### config.mk
export PLATFORM = sky130hd
export DESIGN_NAME = sdr_naf_encoder
export DESIGN_NICKNAME = d
export VERILOG_FILES = /design/src/rtl/sdr_naf_encoder.sv
export SDC_FILE = /design/constraint.sdc
export NUM_CORES = 1
export LEC_CHECK = 0
export ABC_AREA = 1
export CAP_MARGIN = 10
export CORE_UTILIZATION = 30
export DETAILED_ROUTE_END_ITERATION = 16
export HOLD_SLACK_MARGIN = 0.05
export PLACE_DENSITY = 0.45
export SETUP_SLACK_MARGIN = 0.02
export SLEW_MARGIN = 20
export SYNTH_ARGS = -nofsm -noshare
export SYNTH_HDL_FRONTEND = slang
export SYNTH_SLANG_ARGS = --single-unit
### constraint.sdc
create_clock -name clk -period 2.85 [get_ports clk]
set_input_delay 0.4275 -clock clk [delete_from_list [all_inputs] [get_ports clk]]
set_output_delay 0.4275 -clock clk [all_outputs]
set_load 0.005 [all_outputs]
### src/rtl/sdr_naf_encoder.sv
// Multi-channel NAF serialiser: converts NCH unsigned words to non-adjacent-form digits
// LSB-first, then emits them MSB-first with a per-channel nonzero-term budget.
module sdr_naf_lane #(
    parameter int W  = 8,
    parameter int BW = 4,
    parameter int IW = $clog2(W+1)
) (
    input  logic          clk,
    input  logic          reset,
    input  logic          accept_i,
    input  logic [W-1:0]  word_i,
    input  logic          conv_i,
    input  logic [IW-1:0] cnt_i,
    input  logic          beat_load_i,
    input  logic          first_i,
    input  logic [IW-1:0] beat_idx_i,
    input  logic          last_i,
    input  logic          clr_i,
    input  logic [BW-1:0] budget_i,
    output logic          nz_o,
    output logic          sign_o,
    output logic          trunc_o
);
    logic [W:0]    x_q, x_d, dnz_q, dsg_q;
    logic [BW-1:0] used_q;
    logic          tacc_q, nz_q, sign_q, trunc_q;
    logic          d_nz, d_neg, b_nz, b_sg, ok, sup;

    always_comb begin
        d_nz  = x_q[0];
        d_neg = x_q[0] & x_q[1];
        x_d   = x_q >> 1;
        if (d_nz)
            x_d = d_neg ? ((x_q + (W+1)'(1)) >> 1) : ((x_q - (W+1)'(1)) >> 1);
        // The MSB digit is produced on the same edge its beat is loaded, so bypass the store.
        b_nz = first_i ? d_nz  : dnz_q[beat_idx_i];
        b_sg = first_i ? d_neg : dsg_q[beat_idx_i];
        ok   = used_q < budget_i;
        sup  = b_nz & ~ok;
    end

    always_ff @(posedge clk) begin
        if (reset) begin
            x_q     <= '0;
            dnz_q   <= '0;
            dsg_q   <= '0;
            used_q  <= '0;
            tacc_q  <= 1'b0;
            nz_q    <= 1'b0;
            sign_q  <= 1'b0;
            trunc_q <= 1'b0;
        end else begin
            if (accept_i) begin
                x_q    <= {1'b0, word_i};
                used_q <= '0;
                tacc_q <= 1'b0;
            end
            if (conv_i) begin
                x_q               <= x_d;
                dnz_q[cnt_i]      <= d_nz;
                dsg_q[cnt_i]      <= d_neg;
            end
            if (beat_load_i) begin
                nz_q    <= b_nz & ok;
                sign_q  <= b_sg & b_nz & ok;
                if (b_nz && ok) used_q <= used_q + BW'(1);
                tacc_q  <= tacc_q | sup;
                trunc_q <= last_i & (tacc_q | sup);
            end else if (clr_i) begin
                nz_q    <= 1'b0;
                sign_q  <= 1'b0;
                trunc_q <= 1'b0;
            end
        end
    end

    assign nz_o    = nz_q;
    assign sign_o  = sign_q;
    assign trunc_o = trunc_q;
endmodule

module sdr_naf_encoder #(
    parameter int W   = 8,
    parameter int NCH = 4,
    parameter int BW  = 4
) (
    input  logic             clk,
    input  logic             reset,
    input  logic             in_valid_i,
    output logic             in_ready_o,
    input  logic [NCH*W-1:0] in_data_i,
    input  logic [BW-1:0]    in_budget_i,
    output logic             out_valid_o,
    input  logic             out_ready_i,
    output logic [NCH-1:0]   out_nz_o,
    output logic [NCH-1:0]   out_sign_o,
    output logic             out_last_o,
    output logic [NCH-1:0]   out_trunc_o
);
    localparam int IW = $clog2(W+1);
    localparam logic [IW-1:0] LASTD = IW'(W);

    typedef enum logic [1:0] {IDLE, CONV, EMIT} state_t;

    state_t        state_q;
    logic [IW-1:0] cnt_q, idx_q, beat_idx;
    logic [BW-1:0] budget_q;
    logic          out_valid_q, out_last_q;
    logic          accept, conv, first, beat_load, last, clr;

    always_comb begin
        accept    = (state_q == IDLE) & in_valid_i;
        conv      = (state_q == CONV);
        first     = conv & (cnt_q == LASTD);
        clr       = (state_q == EMIT) & out_ready_i & (idx_q == '0);
        beat_load = first | ((state_q == EMIT) & out_ready_i & (idx_q != '0));
        beat_idx  = first ? LASTD : idx_q - IW'(1);
        last      = (beat_idx == '0);
    end

    always_ff @(posedge clk) begin
        if (reset) begin
            state_q     <= IDLE;
            cnt_q       <= '0;
            idx_q       <= '0;
            budget_q    <= '0;
            out_valid_q <= 1'b0;
            out_last_q  <= 1'b0;
        end else begin
            case (state_q)
                IDLE: if (in_valid_i) begin
                    budget_q <= in_budget_i;
                    cnt_q    <= '0;
                    state_q  <= CONV;
                end
                CONV: begin
                    cnt_q <= cnt_q + IW'(1);
                    if (cnt_q == LASTD) begin
                        state_q     <= EMIT;
                        idx_q       <= LASTD;
                        out_valid_q <= 1'b1;
                        out_last_q  <= (LASTD == '0);
                    end
                end
                EMIT: if (out_ready_i) begin
                    if (idx_q == '0) begin
                        state_q     <= IDLE;
                        out_valid_q <= 1'b0;
                        out_last_q  <= 1'b0;
                    end else begin
                        idx_q      <= idx_q - IW'(1);
                        out_last_q <= (idx_q == IW'(1));
                    end
                end
                default: state_q <= IDLE;
            endcase
        end
    end

    for (genvar c = 0; c < NCH; c++) begin : g_lane
        sdr_naf_lane #(.W(W), .BW(BW), .IW(IW)) u_lane (
            .clk        (clk),
            .reset      (reset),
            .accept_i   (accept),
            .word_i     (in_data_i[c*W +: W]),
            .conv_i     (conv),
            .cnt_i      (cnt_q),
            .beat_load_i(beat_load),
            .first_i    (first),
            .beat_idx_i (beat_idx),
            .last_i     (last),
            .clr_i      (clr),
            .budget_i   (budget_q),
            .nz_o       (out_nz_o[c]),
            .sign_o     (out_sign_o[c]),
            .trunc_o    (out_trunc_o[c])
        );
    end

    assign in_ready_o  = (state_q == IDLE);
    assign out_valid_o = out_valid_q;
    assign out_last_o  = out_last_q;
endmodule

# Yosys cells after proc, flatten, opt, wreduce, memory -nomap -nowiden
# Index checks and enable logic that the tools add are counted.
# W data, S select, Z words.
# totals
ff_bits,156
output_inout_bits,15
wordCells,226
# classes
n_addsub,14
magnitude_cmp,7
n_eq_ne,9
mux,100
n_bitwise,38
reduce_logical,20
# ops
cell,count
$bwmux W9,8
$mux W9,8
$mux W4,17
$mux W8,8
$mux W1,41
$add A9 B1 Y9 const B,4
$sub A9 B1 Y9 const B,4
$bmux W1 S4,8
$and A1 B1 Y1,29
$add A4 B1 Y4 const B,5
$lt A4 B4 Y1,4
$pmux W4 S2,2
$reduce_and A4 Y1,3
$lt A4 B5 Y1 const B,2
$reduce_bool A2 Y1,5
$logic_not A4 Y1,2
$mux W2,4
$ne A2 B2 Y1 const B,3
$pmux W2 S3,1
$logic_and A1 B1 Y1,5
$or A1 B1 Y1,5
$demux W1 S4,1
$eq A4 B1 Y1 const B,1
$eq A4 B4 Y1 const B,1
11 further kinds,17

# Longest topological paths before layout
# Gate-level depths: netlist of the first run.
# logic_depth
ltp_word,10
depth_mapped,19
mapped_depth_nobuf,18

# By module
# A second synthesis of the first run with hierarchy kept.
# unflattened
cells_unflattened,1391
hier_area_um2,9444.1
# modules_own_cells
module,n_inst,cells_per_inst,area_each_um2,seq_area_each_um2
sdr_naf_lane at g_lane[0].u_lane ...,3,315,2128.3,680.7
sdr_naf_lane at g_lane[3].u_lane,1,318,2174.6,680.7
sdr_naf_encoder,1,128,884.6,320.3

# Worst setup path before layout of the first run
# No wires, ideal clock.
# synth_path
kind,register -> register
from,register idx_q[0]
to,register g_lane[1].u_lane.sign_q
setup_time_ns,0.070
arrival_ns,2.312
slack_ns,0.468
path_stages_with_launch,17
path_cell_list,dfxtp_1 -> buf_2 -> inv_1 -> buf_2 -> ha_1 -> xor2_1 -> nand2_4 -> inv_1 -> buf_2 -> nand3_1 -> nand3_1 -> nand2_1 -> nand2_2 -> nand4_4 -> inv_2 -> nand2_1 -> a21oi_1
# synth_between
elab_chain_len,8
# synth_lines
element,line,rtl
from (decl),106,"logic [IW-1:0] cnt_q, idx_q, beat_idx;"
from (signal assigned),151,idx_q <= idx_q - IW'(1);
$sub A4 B1 Y4,117,beat_idx = first ? LASTD : idx_q - IW'(1);
$mux W4,117,
$bmux W1 S4 (on tied branches),"37, 36",
$mux W1 (on tied branches) (2 in series),"37, 36",
$and A1 B1 Y1 (2 in series),65,sign_q <= b_sg & b_nz & ok;
$mux W1,63,if (beat_load_i) begin
to (signal assigned),65,
to (decl),26,"logic tacc_q, nz_q, sign_q, trunc_q;"
# Several ways; a longest one is shown, not always the timed one. The select of a mux whose other input is x is not followed.
# A chain may end at the register's enable or synchronous reset.

# Final worst setup path of the first run
# layout_path
from,register cnt_q[0]
to,register g_lane[3].u_lane.used_q[2]
# layout_between
elab_chain_len,9
# layout_lines
element,line,rtl
from (decl),106,
from (signal assigned),137,cnt_q <= cnt_q + IW'(1);
$eq A4 B4 Y1 (*),114,first = conv & (cnt_q == LASTD);
$and A1 B1 Y1 (*),114,
$mux W4,117,
$bmux W1 S4,36,b_nz = first_i ? d_nz : dnz_q[beat_idx_i];
$mux W1 (implied by the code),36,
$mux W1,36,
$logic_and A1 B1 Y1,66,if (b_nz && ok) used_q <= used_q + BW'(1);
$mux W4,66,
$mux W4 (*),63,
to (signal assigned),66,
to (decl),25,logic [BW-1:0] used_q;
# Every way passes the cells marked *; elsewhere a longest branch is shown, timed or not. The select of a mux whose other input is x is not followed.

==> reports/qor.txt, run 1 <==
Syn. warnings: 0
worst slew pin tran: 878 ps
Mapped Area: 8380 um^2
Post-CTS Hold Fix Bufs: 0
global route hottest layer: met2
biggest area consumer among synthesized cells: dfxtp_1
RSZ-0062 raised after global routing: false
reg2reg start: cnt_q[0]
hold endpoint: g_lane[1].u_lane.dsg_q[7]
Arr. time, crit path: 2870 ps
Crit path largest cell delay: 390 ps
WP buf/inv: 3
Cells after Synth: 1180
period utilization: 88.3%
Util after Layout: 36.5%
CTS HTree Levels: 4
top_reg_cell synth: dfxtp_1
Peak Freq: 397 MHz
via count: 7832
total track usage: 17.7%
final period demand of the worst path: 2520 ps
die span in x: 169 um
met3 usage: 3.01%
Reg2Reg Setup Slack: 330 ps
met1 GRT Util: 25.3%
Clock Sinks: 152
Hold Crit Class: register to register
Distinct cells, synth: 38
CP dominant cell by count: nand2_1
Routed WL per cell: 15.2 um
Setup Viol. Count Final: 0
initial antenna violation count: 0
Clock Skew: 9.86 ps
count leader, synth: nand2_1
final wirelength: 24400 um
GRT Residual Overflow: 0
Peak VDD IR: 0.274 mV
Mapped Nets: 1267
Data required, critical path: 3200 ps
DR iter-0 viols: 399
maximum fanout along the worst path: 24
final-report max-slew violation count: 0
Yosys top cell area share: 36.3%
Hold Fails Final Rpt: 0
Max Root-Sink Buffers: 2
Post-synth EDFFs: 0
share of layout cells above drive strength 1: 8.61%
DRT antenna net count: 0
port bufs: 54
IO Pins: 55
status: finished clean
Via density: 4.89
largest net degree at the start of global routing: 73
RR Endpoint: g_lane[3].u_lane.used_q[2]
top post-synthesis cells by count: nand2_1 (218), dfxtp_1 (152), o21ai_0 (138)
startpoint types: register
critical path's top delay family: simple AND/OR/NAND/NOR gates
vias in the first global route: 7341
first-pass GRT wire length: 39400 um
share of the yosys chip area belonging to registers: 36.3%
LEAKAGE: 3.84 nW
TritonCTS clock tree: built
first drt pass iteration count: 5
Mapped Avg Cell Area: 7.10 um^2
Final Wtd Congestion: 0.767
CP max-delay cell: dfxtp_1
MaxCap Viol Count: 0
diodes inserted: 0
reg2reg path depth: 17
row count: 60
DP HPWL: 16800 um
hold path cells: 2
nets: 1305
CP endpoint kind: register
Residual DRC: 0
Worst Path Class, Setup: register to register
crit path launch: cnt_q[0]
synth top area cells: dfxtp_1 (36%), nand2_1 (9.8%), o21ai_0 (8.2%), a21oi_1 (7.9%), ha_1 (7.0%)
crit path cell chain: inv_1 -> ha_1 -> nand2_2 -> nor2_4 -> nand2_8 -> nand2_8 -> clkinv_2 -> nand2_1 -> nand3_1 -> nand2_1 -> nand2_1 -> nand2_1 -> o21ai_2 -> nand3_2 -> inv_2 -> nand2_1 -> a21oi_1
Power Density: 627 nW/um^2
Clk pin slew, worst setup/hold paths: 70 ps
area grow syn2layout: 18.4%
M2 GR Usage: 27.7%
total CTS buffers: 17
async set or reset register ratio after synthesis: 0%
die extent in y: 169 um
Initial Util: 30.8%
Slew HR: 41.5%
#FFs+latches synth: 152
HP Start: g_lane[1].u_lane.dsg_q[7]
worst skew pair latency: 430 ps
Total Neg Setup Slack: 0 ps
CORE AREA: 27200 um^2
die area: 28600 um^2
clock root cell: clkbuf_16
[layer usage]
metal  part of all wire [%]  vias to the layer above
met5                      0                        -
met4                   0.68                        0
met3                    3.4                       11
met2                     44                      123
met1                     52                     3640
li1                       -                     4058
[timing repair]
| action | CTS | global route |
|---|---|---|
| setup endpoints to repair | 0 | 1 |
| setup buffers | 0 | 0 |
| gates resized for setup | 0 | 1 |
[area by class of cell]
type	count	area, um^2
clock buffer	17	425
clock inverter	15	145
fill	2959	17300
inverter	113	428
multi-input combinational	839	4550
sequential	152	3040
tap	372	465
timing repair buffer	95	868
[worst max-delay path by stage]
| stage | depth (start not counted) | slack, ps | endpoint |
|---|---|---|---|
| floorplan | 16 | 470 | g_lane[1].u_lane.sign_o |
| global placement | 16 | 330 | g_lane[3].u_lane.used_q[0] |
| detailed placement | 17 | 280 | g_lane[3].u_lane.used_q[1] |
| CTS | 17 | 260 | g_lane[3].u_lane.used_q[2] |
| global route | 17 | 70 | g_lane[3].u_lane.used_q[1] |
| finish | 17 | 330 | g_lane[3].u_lane.used_q[2] |
[sequential cells by signal, indices dropped and copies added, names as in the netlist]
register and cells:
g_lane.u_lane.dnz_q 36, g_lane.u_lane.dsg_q 36, g_lane.u_lane.x_q 32, g_lane.u_lane.used_q 16
budget_q 4, cnt_q 4, g_lane.u_lane.nz_o 4, g_lane.u_lane.sign_o 4
g_lane.u_lane.tacc_q 4, g_lane.u_lane.trunc_o 4, idx_q 4, state_q 2
out_last_o 1, out_valid_o 1
[logic make-up after synthesis]
| kind of cell | count (synthesis) | synth area share, % |
|---|---|---|
| adders and majority gates | 47 | 7.02 |
| buffers and inverters | 189 | 9.45 |
| and+or+nand+nor | 425 | 22.2 |
| xor gates and xnor gates | 18 | 1.88 |
| AOI/OAI and AO/OA | 349 | 23.1 |
| DFF | 152 | 36.3 |
[layout by cell type, fill, tap and decap left out, drive strengths merged, types with 10 or more instances in the layout]
cell type	n
inv	116
clkdlybuf4s50	53
buf	42
o21ai	144
nor3	16
nor2	102
xor2	10
ha	47
nand2	228
nand3	77
a21oi	132
a211oi	28
dfxtp	152
a221oi	10
clkbuf	17
o211ai	20
[metrics by stage]
step / instances / total power, mW / setup slack (ps) / hold slack, ps / cell area (um^2)
after global routing: 1603 / 6.62 / 66.5 / 481 / 9920
after CTS: 1603 / 6.30 / 265 / 463 / 9920
after global placement: 1571 / 4.03 / 328 / 450 / 9350
after floorplan: 1180 / 3.55 / 468 / 423 / 8380
final: 1603 / 6.22 / 333 / 456 / 9920
after detailed placement: 1571 / 4.03 / 276 / 450 / 9350
[report_power, final]
part           leakage [nW]  switching [mW]  internal [mW]
Combinational          2.34            1.01          0.587
Sequential             1.23           0.112           2.27
Clock                 0.265            1.03           1.22
[tightest hold or removal path: stages (launching register included)]
cell and delay, ps:
dfxtp_1 320, inv_1 50, a21oi_1 50
Note: power is estimated with default switching activity, not from simulation.
==> run 2: changes to the inputs <==
--- a/config.mk
+++ b/config.mk
@@ -7,6 +7,7 @@
 export LEC_CHECK = 0
 export ABC_AREA = 1
 export CAP_MARGIN = 10
+export CORE_ASPECT_RATIO = 2
 export CORE_UTILIZATION = 30
 export DETAILED_ROUTE_END_ITERATION = 16
 export HOLD_SLACK_MARGIN = 0.05
==> run 2 against run 1 <==
Against the previous run: core utilization decreased by 0.65 points; flip-flop and latch count is the same; register-to-register slack worse by 110 ps; global-route usage increased by 1.4 points; critical endpoint is now g_lane[2].u_lane.used_q[0]; clock power about the same; total power increased by 0.45%; non-clock buffer count fell by 4; final cell count down 1.6%.
==> reports/qor.txt, run 2 (same netlist as run 1, synthesis figures left out) <==
status: finished clean
commonest non-fill, non-tap cell in the layout: nand2_1
Initial Util: 30.4% (-0.41 points)
Slew HR: 40.8% (-0.68 points)
Hold Crit Class: register to register
CTS HTree Levels: 4 (unchanged)
TritonCTS clock tree: built
Largest regs: g_lane.u_lane.dnz_q x36, g_lane.u_lane.dsg_q x36, g_lane.u_lane.x_q x32
CORE AREA: 27500 um^2 (+1.4%)
MaxCap Viol Count: 0 (unchanged)
nets: 1301 (-0.31%)
die extent in y: 238 um (+41%)
worst skew pair latency: 440 ps (about the same)
Final Wtd Congestion: 0.811 (+5.8%)
switching pwr: 2.08 mW (-3.0%)
GRT Residual Overflow: 0 (unchanged)
diodes inserted: 0 (unchanged)
Power Density: 633 nW/um^2 (+0.90%)
Residual DRC: 0 (unchanged)
initial antenna violation count: 0 (unchanged)
largest net degree at the start of global routing: 81 (+11%)
Cells after DPL: 1547 (-1.5%)
Comb power frac: 26.1% (+0.5 points)
cts repair resizes: 0 (unchanged)
via count: 7777 (-0.70%)
critical path's top delay family: simple AND/OR/NAND/NOR gates
startpoint types: register
IO Pins: 55 (unchanged)
Hold Fails Final Rpt: 0 (unchanged)
non-filler cells, final: 1578 (-1.6%)
CP max-delay cell: a41oi_1
port bufs: 54 (unchanged)
DP HPWL: 18700 um (+11%)
met3 usage: 2.92% (-0.093 points)
RSZ-0062 raised after global routing: false
first drt pass iteration count: 4 (-1)
Worst Path Class, Setup: register to register
met1 GRT Util: 18.0% (-7.3 points)
first-pass GRT wire length: 41300 um (+4.7%)
final wirelength: 25600 um (+4.7%)
DRT antenna net count: 0 (unchanged)
worst slew pin tran: 888 ps (+10.3 ps)
area grow syn2layout: 17.9%
Clock Sinks: 152 (unchanged)
die area: 28700 um^2 (+0.14%)
Max Root-Sink Buffers: 2 (unchanged)
DR iter-0 viols: 260 (-35%)
Total Neg Setup Slack: 0 ps (unchanged)
clock network power share: 36.0% (-0.2 points)
switching portion of total power: 33.3% (-1.2 points)
total CTS buffers: 17 (unchanged)
Routed WL per cell: 16.2 um (+6.4%)
clock root cell: clkbuf_16
Seq pwr share: 37.9% (-0.3 points)
crit path cell chain: inv_1 -> ha_1 -> nand2_2 -> nor2_4 -> nand2_8 -> nand2_4 -> nand3_2 -> inv_1 -> a41oi_1 -> nand2_2 -> nand3_4 -> o21ai_1 -> o21ai_1 -> nor2_1
LEAKAGE: 3.83 nW (-0.24%)
Peak Freq: 381 MHz (-4.2%)
final period demand of the worst path: 2630 ps (+109 ps)
total chip power: 6.25 mW (+0.45%)
commonest non-fill, non-tap cells in the layout: nand2_1 (218), dfxtp_1 (152), o21ai_0 (138), a21oi_1 (132), inv_1 (101)
total track usage: 19.0% (+1.4 points)
CP endpoint kind: register
row count: 86 (+43%)
Crit path largest cell delay: 420 ps (+30 ps)
global route hottest layer: met2
Setup Viol. Count Final: 0 (unchanged)
die span in x: 120 um (-29%)
Post-CTS Hold Fix Bufs: 0 (unchanged)
Arr. time, crit path: 2920 ps (+50 ps)
Clock Skew: 8.26 ps (-1.60 ps)
vias in the first global route: 7847 (+6.9%)
final-report max-slew violation count: 0 (unchanged)
Clk pin slew, worst setup/hold paths: 60 ps (about the same)
Int Pwr: 4.17 mW (+2.3%)
period utilization: 92.2% (+3.8 points)
maximum fanout along the worst path: 14 (-42%)
share of layout cells above drive strength 1: 8.16% (-0.45 points)
post-CTS setup buffers: 0 (unchanged)
Peak VDD IR: 0.387 mV (+41%)
M2 GR Usage: 38.2% (+11 points)
Via density: 4.93 (+0.87%)
WP buf/inv: 2 (-1)
Data required, critical path: 3140 ps (-60 ps)
run 2: changes by cell type in the layout (fill, tap and decap cells not counted), moves of 2 or more:
cell      before  now
buf_4         39   34
clkinv_2       2    4
inv_6          4    1
clkinv_4       3    1
run 2: metrics by stage:
| step | utilization [%] | setup WS [ps] | hold WS [ps] | area (um^2) |
|---|---|---|---|---|
| final | 35.9 | 224 | 453 | 9880 |
| after global routing | 35.9 | 27.4 | 472 | 9880 |
| after CTS | 35.9 | 191 | 456 | 9880 |
| after detailed placement | 33.8 | 205 | 447 | 9310 |
| after global placement | 33.8 | 224 | 441 | 9310 |
| after floorplan | - | 468 | 423 | 8380 |
run 2: worst paths after layout:
check                       startpoint                         end  slack (ps)  depth (start not counted)
max                           cnt_q[0]  g_lane[2].u_lane.used_q[0]         220                         14
min          g_lane[1].u_lane.dsg_q[5]   g_lane[1].u_lane.dsg_q[5]         450                          2
max reg2reg                   cnt_q[0]  g_lane[2].u_lane.used_q[0]         220                         14
min reg2reg  g_lane[1].u_lane.dsg_q[5]   g_lane[1].u_lane.dsg_q[5]         450                          2
run 2: worst min-delay path, cell delays in order (launching register included):
cell	delay, ps
dfxtp_1	300
inv_1	60
a21oi_1	50
run 2: cell type report:
cell class,count,area [um^2]
Fill cell,3045,17700
Multi-Input combinational cell,839,4550
Sequential cell,152,3040
Timing Repair Buffer,91,851
Clock buffer,19,443
Tap cell,352,440
Inverter,113,427
Clock inverter,12,128
run 2: power groups by stage:
stage / logic (mW) / registers (mW) / clock network, mW
detailed placement: 1.65 / 2.42 / 0
floorplan: 1.16 / 2.39 / 0
global route: 1.88 / 2.39 / 2.40
finish: 1.63 / 2.37 / 2.25
CTS: 1.66 / 2.37 / 2.32
global placement: 1.65 / 2.42 / 0
run 2: routing by layer:
metal | part of all wire, % | wire [um]
met2 | 57 | 14600
met1 | 38 | 9590
met3 | 1.6 | 419
met4 | 3.6 | 919
met5 | 0 | 0
